$ cat src/rtl/prco_mem_stage_pkg.sv
// rtl/prco_mem_stage_pkg.sv - PRCO opcodes, memory-stage FSM states and timeout defaults
package prco_mem_stage_pkg;

    localparam int PRCO_OP_W = 5;

    localparam logic [PRCO_OP_W-1:0] PRCO_OP_NOP  = 5'h00;
    localparam logic [PRCO_OP_W-1:0] PRCO_OP_MOVI = 5'h01;
    localparam logic [PRCO_OP_W-1:0] PRCO_OP_ADD  = 5'h02;
    localparam logic [PRCO_OP_W-1:0] PRCO_OP_SUB  = 5'h03;
    localparam logic [PRCO_OP_W-1:0] PRCO_OP_AND  = 5'h04;
    localparam logic [PRCO_OP_W-1:0] PRCO_OP_OR   = 5'h05;
    localparam logic [PRCO_OP_W-1:0] PRCO_OP_XOR  = 5'h06;
    localparam logic [PRCO_OP_W-1:0] PRCO_OP_SHL  = 5'h07;
    localparam logic [PRCO_OP_W-1:0] PRCO_OP_SHR  = 5'h08;
    localparam logic [PRCO_OP_W-1:0] PRCO_OP_CMP  = 5'h09;
    localparam logic [PRCO_OP_W-1:0] PRCO_OP_LW   = 5'h10;
    localparam logic [PRCO_OP_W-1:0] PRCO_OP_SW   = 5'h11;

    localparam int PRCO_MEM_TIMEOUT_DEFAULT = 255;

    // ERR is only reachable when the wait-state timeout is built in.
    typedef enum logic [1:0] {
        PRCO_MEM_S_IDLE = 2'd0,
        PRCO_MEM_S_REQ  = 2'd1,
        PRCO_MEM_S_WB   = 2'd2
`ifdef PRCO_MEM_TIMEOUT_EN
        ,
        PRCO_MEM_S_ERR  = 2'd3
`endif
    } prco_mem_state_t;

    // Wait counter width: wide enough for the limit, clamped to 8..16 bits.
    function automatic int prco_wait_cnt_w(input int limit);
        int w;
        w = $clog2(limit + 1);
        if (w < 8) begin
            w = 8;
        end else if (w > 16) begin
            w = 16;
        end
        return w;
    endfunction

endpackage

$ cat src/rtl/prco_mem_stage.sv
// rtl/prco_mem_stage.sv - PRCO memory/writeback stage; optional RAM wait timeout under PRCO_MEM_TIMEOUT_EN
module prco_mem_stage
    import prco_mem_stage_pkg::*;
#(
    parameter int DATA_W         = 16,
    parameter int REG_SEL_W      = 3,
    parameter int TIMEOUT_CYCLES = PRCO_MEM_TIMEOUT_DEFAULT
) (
    input  logic                 i_clk,
    input  logic                 i_reset,
    input  logic                 i_ce_reg,
    input  logic                 i_ce_ram,
    input  logic [4:0]           i_op,
    input  logic [DATA_W-1:0]    i_result,
    input  logic [DATA_W-1:0]    i_store_data,
    input  logic [REG_SEL_W-1:0] i_dst,
    output logic                 q_busy,
    output logic                 q_mem_req,
    output logic                 q_mem_we,
    output logic [DATA_W-1:0]    q_mem_addr,
    output logic [DATA_W-1:0]    q_mem_wdata,
    input  logic                 i_mem_ack,
    input  logic [DATA_W-1:0]    i_mem_rdata,
    output logic                 q_wb_en,
    output logic [REG_SEL_W-1:0] q_wb_reg,
    output logic [DATA_W-1:0]    q_wb_data,
    output logic                 q_done,
    output logic                 q_mem_err
);

    prco_mem_state_t      state_q;
    prco_mem_state_t      state_d;
    logic [REG_SEL_W-1:0] dst_q;
    logic                 wb_pend_q;
    logic                 op_is_sw;
    logic                 op_no_wb;
    logic                 take_ram;
    logic                 take_reg;
    logic                 wait_expired;

    assign op_is_sw = (i_op == PRCO_OP_SW);
    assign op_no_wb = op_is_sw || (i_op == PRCO_OP_NOP);
    // The RAM strobe has priority when both arrive together.
    assign take_ram = (state_q == PRCO_MEM_S_IDLE) && i_ce_ram;
    assign take_reg = (state_q == PRCO_MEM_S_IDLE) && i_ce_reg && !i_ce_ram;

`ifdef PRCO_MEM_TIMEOUT_EN
    localparam int                CNT_W     = prco_wait_cnt_w(TIMEOUT_CYCLES);
    localparam logic [CNT_W-1:0]  WAIT_LAST = CNT_W'(TIMEOUT_CYCLES - 1);

    logic [CNT_W-1:0] wait_cnt_q;

    // Counts REQ cycles spent without an ack; restarts on every new request.
    always_ff @(posedge i_clk) begin
        if (i_reset || take_ram) begin
            wait_cnt_q <= '0;
        end else if ((state_q == PRCO_MEM_S_REQ) && !i_mem_ack) begin
            wait_cnt_q <= wait_cnt_q + CNT_W'(1);
        end
    end

    // The cycle that would bring the count to the limit aborts instead.
    assign wait_expired = (wait_cnt_q == WAIT_LAST);
`else
    logic unused_timeout_cfg;
    assign unused_timeout_cfg = (TIMEOUT_CYCLES > 0);
    assign wait_expired       = 1'b0;
`endif

    // State register.
    always_ff @(posedge i_clk) begin
        if (i_reset) begin
            state_q <= PRCO_MEM_S_IDLE;
        end else begin
            state_q <= state_d;
        end
    end

    // Next state and the state-decoded strobes.
    always_comb begin
        state_d   = state_q;
        q_busy    = (state_q != PRCO_MEM_S_IDLE);
        q_mem_req = 1'b0;
        q_wb_en   = 1'b0;
        q_done    = 1'b0;
        q_mem_err = 1'b0;
        case (state_q)
            PRCO_MEM_S_IDLE: begin
                if (take_ram) begin
                    state_d = PRCO_MEM_S_REQ;
                end else if (take_reg) begin
                    state_d = PRCO_MEM_S_WB;
                end
            end
            PRCO_MEM_S_REQ: begin
                q_mem_req = 1'b1;
                if (i_mem_ack) begin
                    state_d = PRCO_MEM_S_WB;
                end else if (wait_expired) begin
`ifdef PRCO_MEM_TIMEOUT_EN
                    state_d = PRCO_MEM_S_ERR;
`endif
                end
            end
            PRCO_MEM_S_WB: begin
                q_done  = 1'b1;
                q_wb_en = wb_pend_q;
                state_d = PRCO_MEM_S_IDLE;
            end
`ifdef PRCO_MEM_TIMEOUT_EN
            PRCO_MEM_S_ERR: begin
                q_done    = 1'b1;
                q_mem_err = 1'b1;
                state_d   = PRCO_MEM_S_IDLE;
            end
`endif
            default: begin
                state_d = PRCO_MEM_S_IDLE;
            end
        endcase
    end

    // Request fields and writeback fields; writeback fields only move when a write is due.
    always_ff @(posedge i_clk) begin
        if (i_reset) begin
            q_mem_we    <= 1'b0;
            q_mem_addr  <= '0;
            q_mem_wdata <= '0;
            dst_q       <= '0;
            wb_pend_q   <= 1'b0;
            q_wb_reg    <= '0;
            q_wb_data   <= '0;
        end else if (take_ram) begin
            q_mem_we    <= op_is_sw;
            q_mem_addr  <= i_result;
            q_mem_wdata <= i_store_data;
            dst_q       <= i_dst;
            wb_pend_q   <= !op_is_sw;
        end else if (take_reg) begin
            wb_pend_q <= !op_no_wb;
            if (!op_no_wb) begin
                q_wb_reg  <= i_dst;
                q_wb_data <= i_result;
            end
        end else if ((state_q == PRCO_MEM_S_REQ) && i_mem_ack && !q_mem_we) begin
            q_wb_reg  <= dst_q;
            q_wb_data <= i_mem_rdata;
        end
    end

`ifndef SYNTHESIS
    // Simulation notice for strobes that the stage drops.
    always @(posedge i_clk) begin
        if (!i_reset) begin
            if ((state_q == PRCO_MEM_S_IDLE) && i_ce_reg && i_ce_ram) begin
                $info("prco_mem_stage: ce_reg and ce_ram together, reg strobe dropped");
            end
            if ((state_q != PRCO_MEM_S_IDLE) && (i_ce_reg || i_ce_ram)) begin
                $info("prco_mem_stage: strobe while busy ignored");
            end
        end
    end
`endif

endmodule
$ cat config.mk
export PLATFORM = sky130hd
export DESIGN_NAME = prco_mem_stage
export DESIGN_NICKNAME = d
export VERILOG_FILES = /design/src/rtl/prco_mem_stage_pkg.sv /design/src/rtl/prco_mem_stage.sv
export SDC_FILE = /design/constraint.sdc
export NUM_CORES = 1
export LEC_CHECK = 0
export CORE_MARGIN = 2
export CORE_UTILIZATION = 40
export CTS_CLUSTER_DIAMETER = 30
export DETAILED_ROUTE_END_ITERATION = 8
export PLACE_DENSITY = 0.8
export SYNTH_ARGS = -nofsm -noshare
export SYNTH_HDL_FRONTEND = slang
export SYNTH_SLANG_ARGS = --single-unit
$ cat constraint.sdc
create_clock -name i_clk -period 2.1 [get_ports i_clk]
set_input_delay 0.21 -clock i_clk [delete_from_list [all_inputs] [get_ports i_clk]]
set_output_delay 0.21 -clock i_clk [all_outputs]
set_load 0.03 [all_outputs]
# == Word level (Yosys, flattened, before mapping) ==
# Index checks and enable logic that the tools add are counted.
# totals
ff_bits,58
output_inout_bits,57
word_cells,47
# op_classes
eq_ne,6
n_mux,15
bitwise,1
n_reduce_logical,17
# op_table
operator,n
16-bit two-way mux,3
3-bit two-way mux,3
2-bit two-way mux,3
2-bit nonzero test,3
5-bit equality test (second input constant),1
1-bit logical AND,5
5-bit zero test,1
1-bit two-way mux,5
1-bit zero test,4
2-bit != test (second input constant),2
2-bit one-hot mux with 2 select lines,1
3-bit != test (second input constant),1
3-bit AND reduction,1
2-bit by 1-bit equality test with 1-bit output (second input constant),1
2-bit equality test (second input constant),1
2-bit zero test,1
2-bit AND reduction,1
1-bit logical OR,1
1-bit inverter,1

# == Logic depth before layout (Yosys ltp) ==
# Gate-level depths: netlist of the first run.
# depth
word_depth,6
ltp_mapped,6

# == Worst setup path before layout of the first run ==
# Ideal clock, no wire load.
# synth_timing
kind,flip-flop to output port
from,register state_q[1]
to,output q_wb_en
t_arrival_ns,1.297
setup_slack_ns,0.593
path_stages_with_launch,3
path_cell_list,dfxtp_1 > nor2b_1 > and2_1
# synth_via
elab_chain_cells,2
# synth_lines
item,line_no,rtl
start: declaration,prco_mem_stage.sv:31,prco_mem_state_t state_q;
start signal: assignment,prco_mem_stage.sv:75,state_q <= state_d;
2-bit equality test,prco_mem_stage.sv:87,case (state_q)
1-bit two-way mux,prco_mem_stage.sv:87,
end: declaration,prco_mem_stage.sv:24,"output logic q_wb_en,"
# No other way between the ends.

# == Worst setup path after layout of the first run ==
# Same ends and word-level chain as after synthesis.

==> results.md, run 1 <==
- Drt pass-1 iters: 4
- Synth warn: 0
- Worst path required time: 1.89 ns
- Pwr/cell area: 775 nW/um2
- Layout cells sized above 1: 0.107
- Area of the multi-input gates: between 1000 and 1500 um2
- Status: finished clean
- Post-CTS Setup Bufs: 0
- Commonest cells after routing, fill and taps aside: clkdlybuf4s50_1 (115), nand2_1 (75), dfxtp_1 (57)
- Flop pwr share: 0.423
- Final Max Tran Viols: 0
- Clock Power Share: 0.304
- Via count: 2,349
- Core Area: 5610 um2
- I/O pin count: 118
- Maximum clock frequency: 506 MHz
- Post-route DRC: 0
- Total Power: 2.94 mW
- Mapped cell area: 2350 um2
- Root buffer cell: clkbuf_8
- Yosys reg bits: 58
- Site Rows: 27
- Final Wtd Congestion: 0.734
- Unrepaired setup endpoints after global routing: false
- Worst-Skew Late Latency: between 0.3 and 0.4 ns
- GRT Residual Overflow: 0
- Setup CP Type: register to output pin
- Die W: approximately 81 um
- CTS max path bufs: 2
- Register area share after synthesis: 0.493
- Synthesized Nets: 330
- Hold_buf cts: 0
- CTS tree: yes
- Critical path endpoint category: output pin
- Biggest regs: q_mem_addr (16), q_mem_wdata (16), q_wb_data (16)
- Minimum clock period after layout: 1.98 ns
- Commonest non-fill, non-tap cell in the layout: clkdlybuf4s50_1
- Die height: 80.7 um
- Maximum VDD drop: 0.000592 V
- Initial Util: 0.420
- Sw Share: 0.305
- Fin. Hold Viols: 0
- Util after Layout: 0.676
- Max H-tree Level: 3
- Fin Setup TNS: 0 ns
- Port Buf Inserts: 116
- Final critical-path share of the clock period: 0.941
- WL final: 6850 um
- Clock sink count: 58
- Diode count: 0
- FF+latch area: 1160 um2
- Final antenna-violating net count: 0
- Hold Path Class: input port to register
- Distinct cells, synth: 25
- Non-filler cells, final: 464
- Layout Skew: 0.00352 ns
- Critical Path Fanout Max: 7
- Inst Count DP: 449
- CP peak stage delay: a little under 0.7 ns
- Vias in the first global route: 2,327
- Fillers: around 480
- Area grow syn2layout: 61.0%
- Critical path's slowest cell: clkdlybuf4s50_1
- Initial DRC Count: 109
- Combinational share of power: 0.273
- Routed vias/inst: 5.06
- Max cap viols: 0
- P_sw: 0.896 mW
- Int Pwr: 2.04 mW
- Overall fraction of global-route tracks in use: 0.217
- Crit path DAT: 1.77 ns
- Die footprint: 6510 um2
- Pleak: approximately 1.4 nW
- Global-route wire length before repair: roughly 11,000 um
- Cts bufs inserted: 9
- Final setup viols: 0
- Detail Placement HPWL: about 5000 um
- Largest net degree at the start of global routing: 27
- Hold_ws: 0.202 ns
- Setup crit start kind: register
- Synthesized instance count: 269
- # nets final: 449
- PostCTS Resize Cnt: 0
- Cell chain of the critical path: nor2b_1, and2_1, clkdlybuf4s50_1
- Clock slew at reported path FFs: 0.06 ns
- Drt wl/cell: 14.8 um
- Syn Area/Cell: 8.75 um2
- Initial antenna violation count: 0
[Yosys cell counts]
cell type | number | area (um2)
nand2_1 | 75 | 282
dfxtp_1 | 58 | 1160
a21oi_1 | 37 | 185
nor3_1 | 20 | 100
mux2i_1 | 19 | 190
a211oi_1 | 10 | 75.1
a211oi_2 | 10 | 125
clkbuf_1 | 10 | 37.5
buf_2 | 9 | 45.0
nor2b_1 | 3 | 18.8
and2_1 | 2 | 12.5
buf_6 | 2 | 22.5
nor2_1 | 2 | 7.51
a2111oi_0 | 1 | 8.76
buf_4 | 1 | 7.51
conb_1 | 1 | 3.75
inv_1 | 1 | 3.75
nand2b_1 | 1 | 6.26
nor4_1 | 1 | 6.26
nor4b_2 | 1 | 15.0
o21ai_1 | 1 | 5.00
o41a_1 | 1 | 11.3
or2_1 | 1 | 6.26
or3b_1 | 1 | 8.76
xor2_1 | 1 | 8.76
[power groups by stage]
stage | clock, mW | sequential (mW) | combinational (mW)
CTS | 0.916 | 1.24 | 0.807
detailed placement | 0 | 1.27 | 0.803
global placement | 0 | 1.26 | 0.792
finish | 0.893 | 1.24 | 0.801
floorplan | 0 | 1.42 | 0.278
global route | 0.958 | 1.25 | 0.860
[routing by layer]
layer,share of wire,track usage
met1,0.42,0.258
met2,0.48,0.356
met3,0.082,0.0978
met4,0.016,0.0610
met5,0,0
[critical path: cells and delay by family, from the launching register on]
kind	cells	cell delay, ns
buffers and inverters	1	0.68
DFF	1	0.42
and+or+nand+nor	2	0.33
[kinds of logic after synthesis]
group | count (synthesis) | share of synthesized area
AO/OA/AOI/OAI | 60 | 0.174
other | 1 | 0.00159
XOR/XNOR | 1 | 0.00372
AND/OR/NAND/NOR | 107 | 0.197
flip-flops | 58 | 0.493
buffers and inverters | 23 | 0.0494
multiplexers | 19 | 0.0808
[area by class of cell]
type / count / share of cell area
Clock buffer: 12 / 0.0409
Clock inverter: 3 / 0.00396
Inverter: 1 / 0.000990
Multi-Input combinational cell: 188 / 0.288
Sequential cell: 58 / 0.307
Tap cell: 72 / 0.0238
Timing Repair Buffer: 130 / 0.336
[stage by stage]
stage	setup WS [ns]	area, um2
final	0.123	3790
after global routing	0.0589	3790
after CTS	0.00501	3790
after detailed placement	0.191	3620
after global placement	0.248	3620
after floorplan	0.593	2350
[final timing paths]
kind | endpoint | cells past startpoint | slack [ns] | startpoint
max | q_wb_en | 3 | 0.12 | state_q[1]
min reg2reg | q_mem_wdata[4] | 2 | 0.45 | q_mem_wdata[4]
min | q_mem_wdata[3] | 2 | 0.20 | i_reset
max reg2reg | q_wb_data[15] | 5 | 0.53 | state_q[0]
No activity file was read; power rests on OpenSTA's default activity.
==> run 2: changes to the inputs <==
- CORE_MARGIN: 2 -> 3
==> run 2 against run 1 <==
  * Combinational power decreased by 0.9%
  * Core utilization increased by 0.089 points
  * Sequential power about the same
  * Wire length decreased by 1.3%
  * Clock power increased by 7.6%
  * Fmax increased by 1.1%
  * Critical path type unchanged
  * Final area increased by 0.13%
  * Non-clock buffer count decreased by 2
  * Worst hold slack improved by 0.19 ns
  * Critical endpoint is now q_done
==> results.md, run 2 (same netlist as run 1, synthesis figures left out) <==
- Commonest non-fill, non-tap cell in the layout: clkdlybuf4s50_1
- Pwr/cell area: 790 nW/um2 (+1.9%)
- # nets final: 447 (-0.45%)
- Fin. Hold Viols: 0 (unchanged)
- CP startpoint: state_q[1]
- Via count: 2,323 (-1.1%)
- Fin Setup TNS: 0 ns (unchanged)
- Final Cell Area: 3790 um2 (+0.13%)
- Routed vias/inst: 5.03 (-0.68%)
- Die footprint: 6840 um2 (+5.0%)
- Port Buf Inserts: 116 (unchanged)
- Overall fraction of global-route tracks in use: 0.206 (-0.0113)
- Worst-Skew Late Latency: 0.32 ns (about the same)
- Max H-tree Level: 3 (unchanged)
- Drt pass-1 iters: 4 (unchanged)
- Final setup viols: 0 (unchanged)
- Detail Placement HPWL: 4920 um (-1.2%)
- I/O pin count: 118 (unchanged)
- Site Rows: 27 (unchanged)
- Layout Skew: 0.00661 ns (+0.00309 ns)
- Clock slew at reported path FFs: 0.06 ns (about the same)
- Root buffer cell: clkbuf_8
- Total Power: 3.00 mW (+2.0%)
- Initial DRC Count: 86 (-21%)
- Crit path DAT: 1.74 ns (-0.03 ns)
- Clock sink count: 58 (unchanged)
- Maximum VDD drop: 0.000626 V (+5.7%)
- Initial Util: 0.420 (unchanged)
- Commonest cells after routing, fill and taps aside: clkdlybuf4s50_1 (114), nand2_1 (75), dfxtp_1 (58)
- Reg2Reg Launch Point: state_q[1]
- Hold Crit Start: i_reset
- Hold Path Class: input port to register
- GRT Residual Overflow: 0 (unchanged)
- Diode count: 0 (unchanged)
- Fillers: 483 (+1.3%)
- Final critical-path share of the clock period: 0.931 (-0.0104)
- CTS max path bufs: 2 (unchanged)
- Global-route wire length before repair: 10,600 um (-1.0%)
- Initial antenna violation count: 0 (unchanged)
- Non-filler cells, final: 462 (-0.43%)
- Cts bufs inserted: 9 (unchanged)
- Setup CP Type: register to output pin
- Hold_buf cts: 0 (unchanged)
- Die W: 82.7 um (+2.5%)
- Core Area: 5610 um2 (unchanged)
- Die height: 82.7 um (+2.5%)
- Hold_ws: 0.391 ns (+0.189 ns)
- Vias in the first global route: 2,230 (-4.2%)
- Biggest regs: q_mem_addr (16), q_mem_wdata (16), q_wb_data (16)
- Post-CTS Setup Bufs: 0 (unchanged)
- Area grow syn2layout: 61.2%
- Tightest Pin Transition: between 0.5 and 0.6 ns
- Max cap viols: 0 (unchanged)
- Inst Count DP: 447 (-0.45%)
- Setup crit start kind: register
- Final antenna-violating net count: 0 (unchanged)
- Placed cell area: 3600 um2 (-0.41%)
- Final Wtd Congestion: 0.729 (-0.68%)
- Largest net degree at the start of global routing: 31 (+15%)
- Unrepaired setup endpoints after global routing: false
- Post-route DRC: 0 (unchanged)
- Slew headroom: 0.611
- Drt wl/cell: 14.6 um (-0.89%)
- Status: finished clean
- WL final: 6760 um (-1.3%)
- Worst path required time: 1.89 ns (about the same)
- Critical Path Fanout Max: 7 (unchanged)
- Minimum clock period after layout: 1.95 ns (-0.0219 ns)
- Layout cells sized above 1: 0.103 (-0.00458)
- Pleak: 1.40 nW (+1.2%)
- Maximum clock frequency: 512 MHz (+1.1%)
- CTS tree: yes
- Final Max Tran Viols: 0 (unchanged)
- Critical path endpoint category: output pin
run 2: cell types whose count changed in the layout (fill, tap and decap cells not counted), sizes merged:
cell | previous run | this run
buf | 15 | 13
clkbuf | 12 | 13
clkdlybuf4s50 | 115 | 114
clkinv | 3 | 2
dlymetal6s2s | 0 | 1
run 2: worst paths after layout:
| check | endpoint | slack, ns | depth (start not counted) |
|---|---|---|---|
| max | q_done | 0.15 | 2 |
| min | q_mem_wdata[3] | 0.39 | 2 |
| max reg2reg | q_wb_data[4] | 0.47 | 5 |
| min reg2reg | q_mem_wdata[11] | 0.45 | 2 |
run 2: power breakdown:
part           internal (mW)  total (mW)  switching [mW]
Clock                  0.547       0.961           0.414
Sequential              1.19        1.24          0.0504
Combinational          0.368       0.794           0.426
run 2: cell type report:
class / instances / area, um2 / share of cell area
repair buffers: 128 / 1260 / 0.332
clock inverters: 2 / 10.0 / 0.00264
flip-flops and latches: 58 / 1160 / 0.306
clock buffers: 13 / 179 / 0.0471
inverters: 1 / 3.75 / 0.000989
multi-input cells: 188 / 1090 / 0.287
well taps: 72 / 90.1 / 0.0237
run 2: worst max-delay path, stage by stage, from the launching register on:
cell and delay (ns):
dfxtp_1 0.51, nor2b_1 0.20, clkdlybuf4s50_1 0.71
run 2: routing by layer:
layer  routed length, um  vias to the layer above  track usage
li1                    -                     1157            -
met1                2780                     1072        0.248
met2                3260                       85        0.337
met3                 628                        9       0.0705
met4                 101                        0       0.0817
met5                   0                        -            0
run 2: through the flow:
step	util	setup slack, ns
after global placement	0.643	0.249
after CTS	0.676	0.0287
after global routing	0.677	0.0662
final	0.677	0.145
after detailed placement	0.643	0.170
after floorplan	-	0.593
run 2: what timing repair did:
item | 4_1_cts | 5_1_grt
gates resized for setup | 0 | 1
endpoints found under the setup margin | 0 | 1
endpoints found under the hold margin | 0 | 0
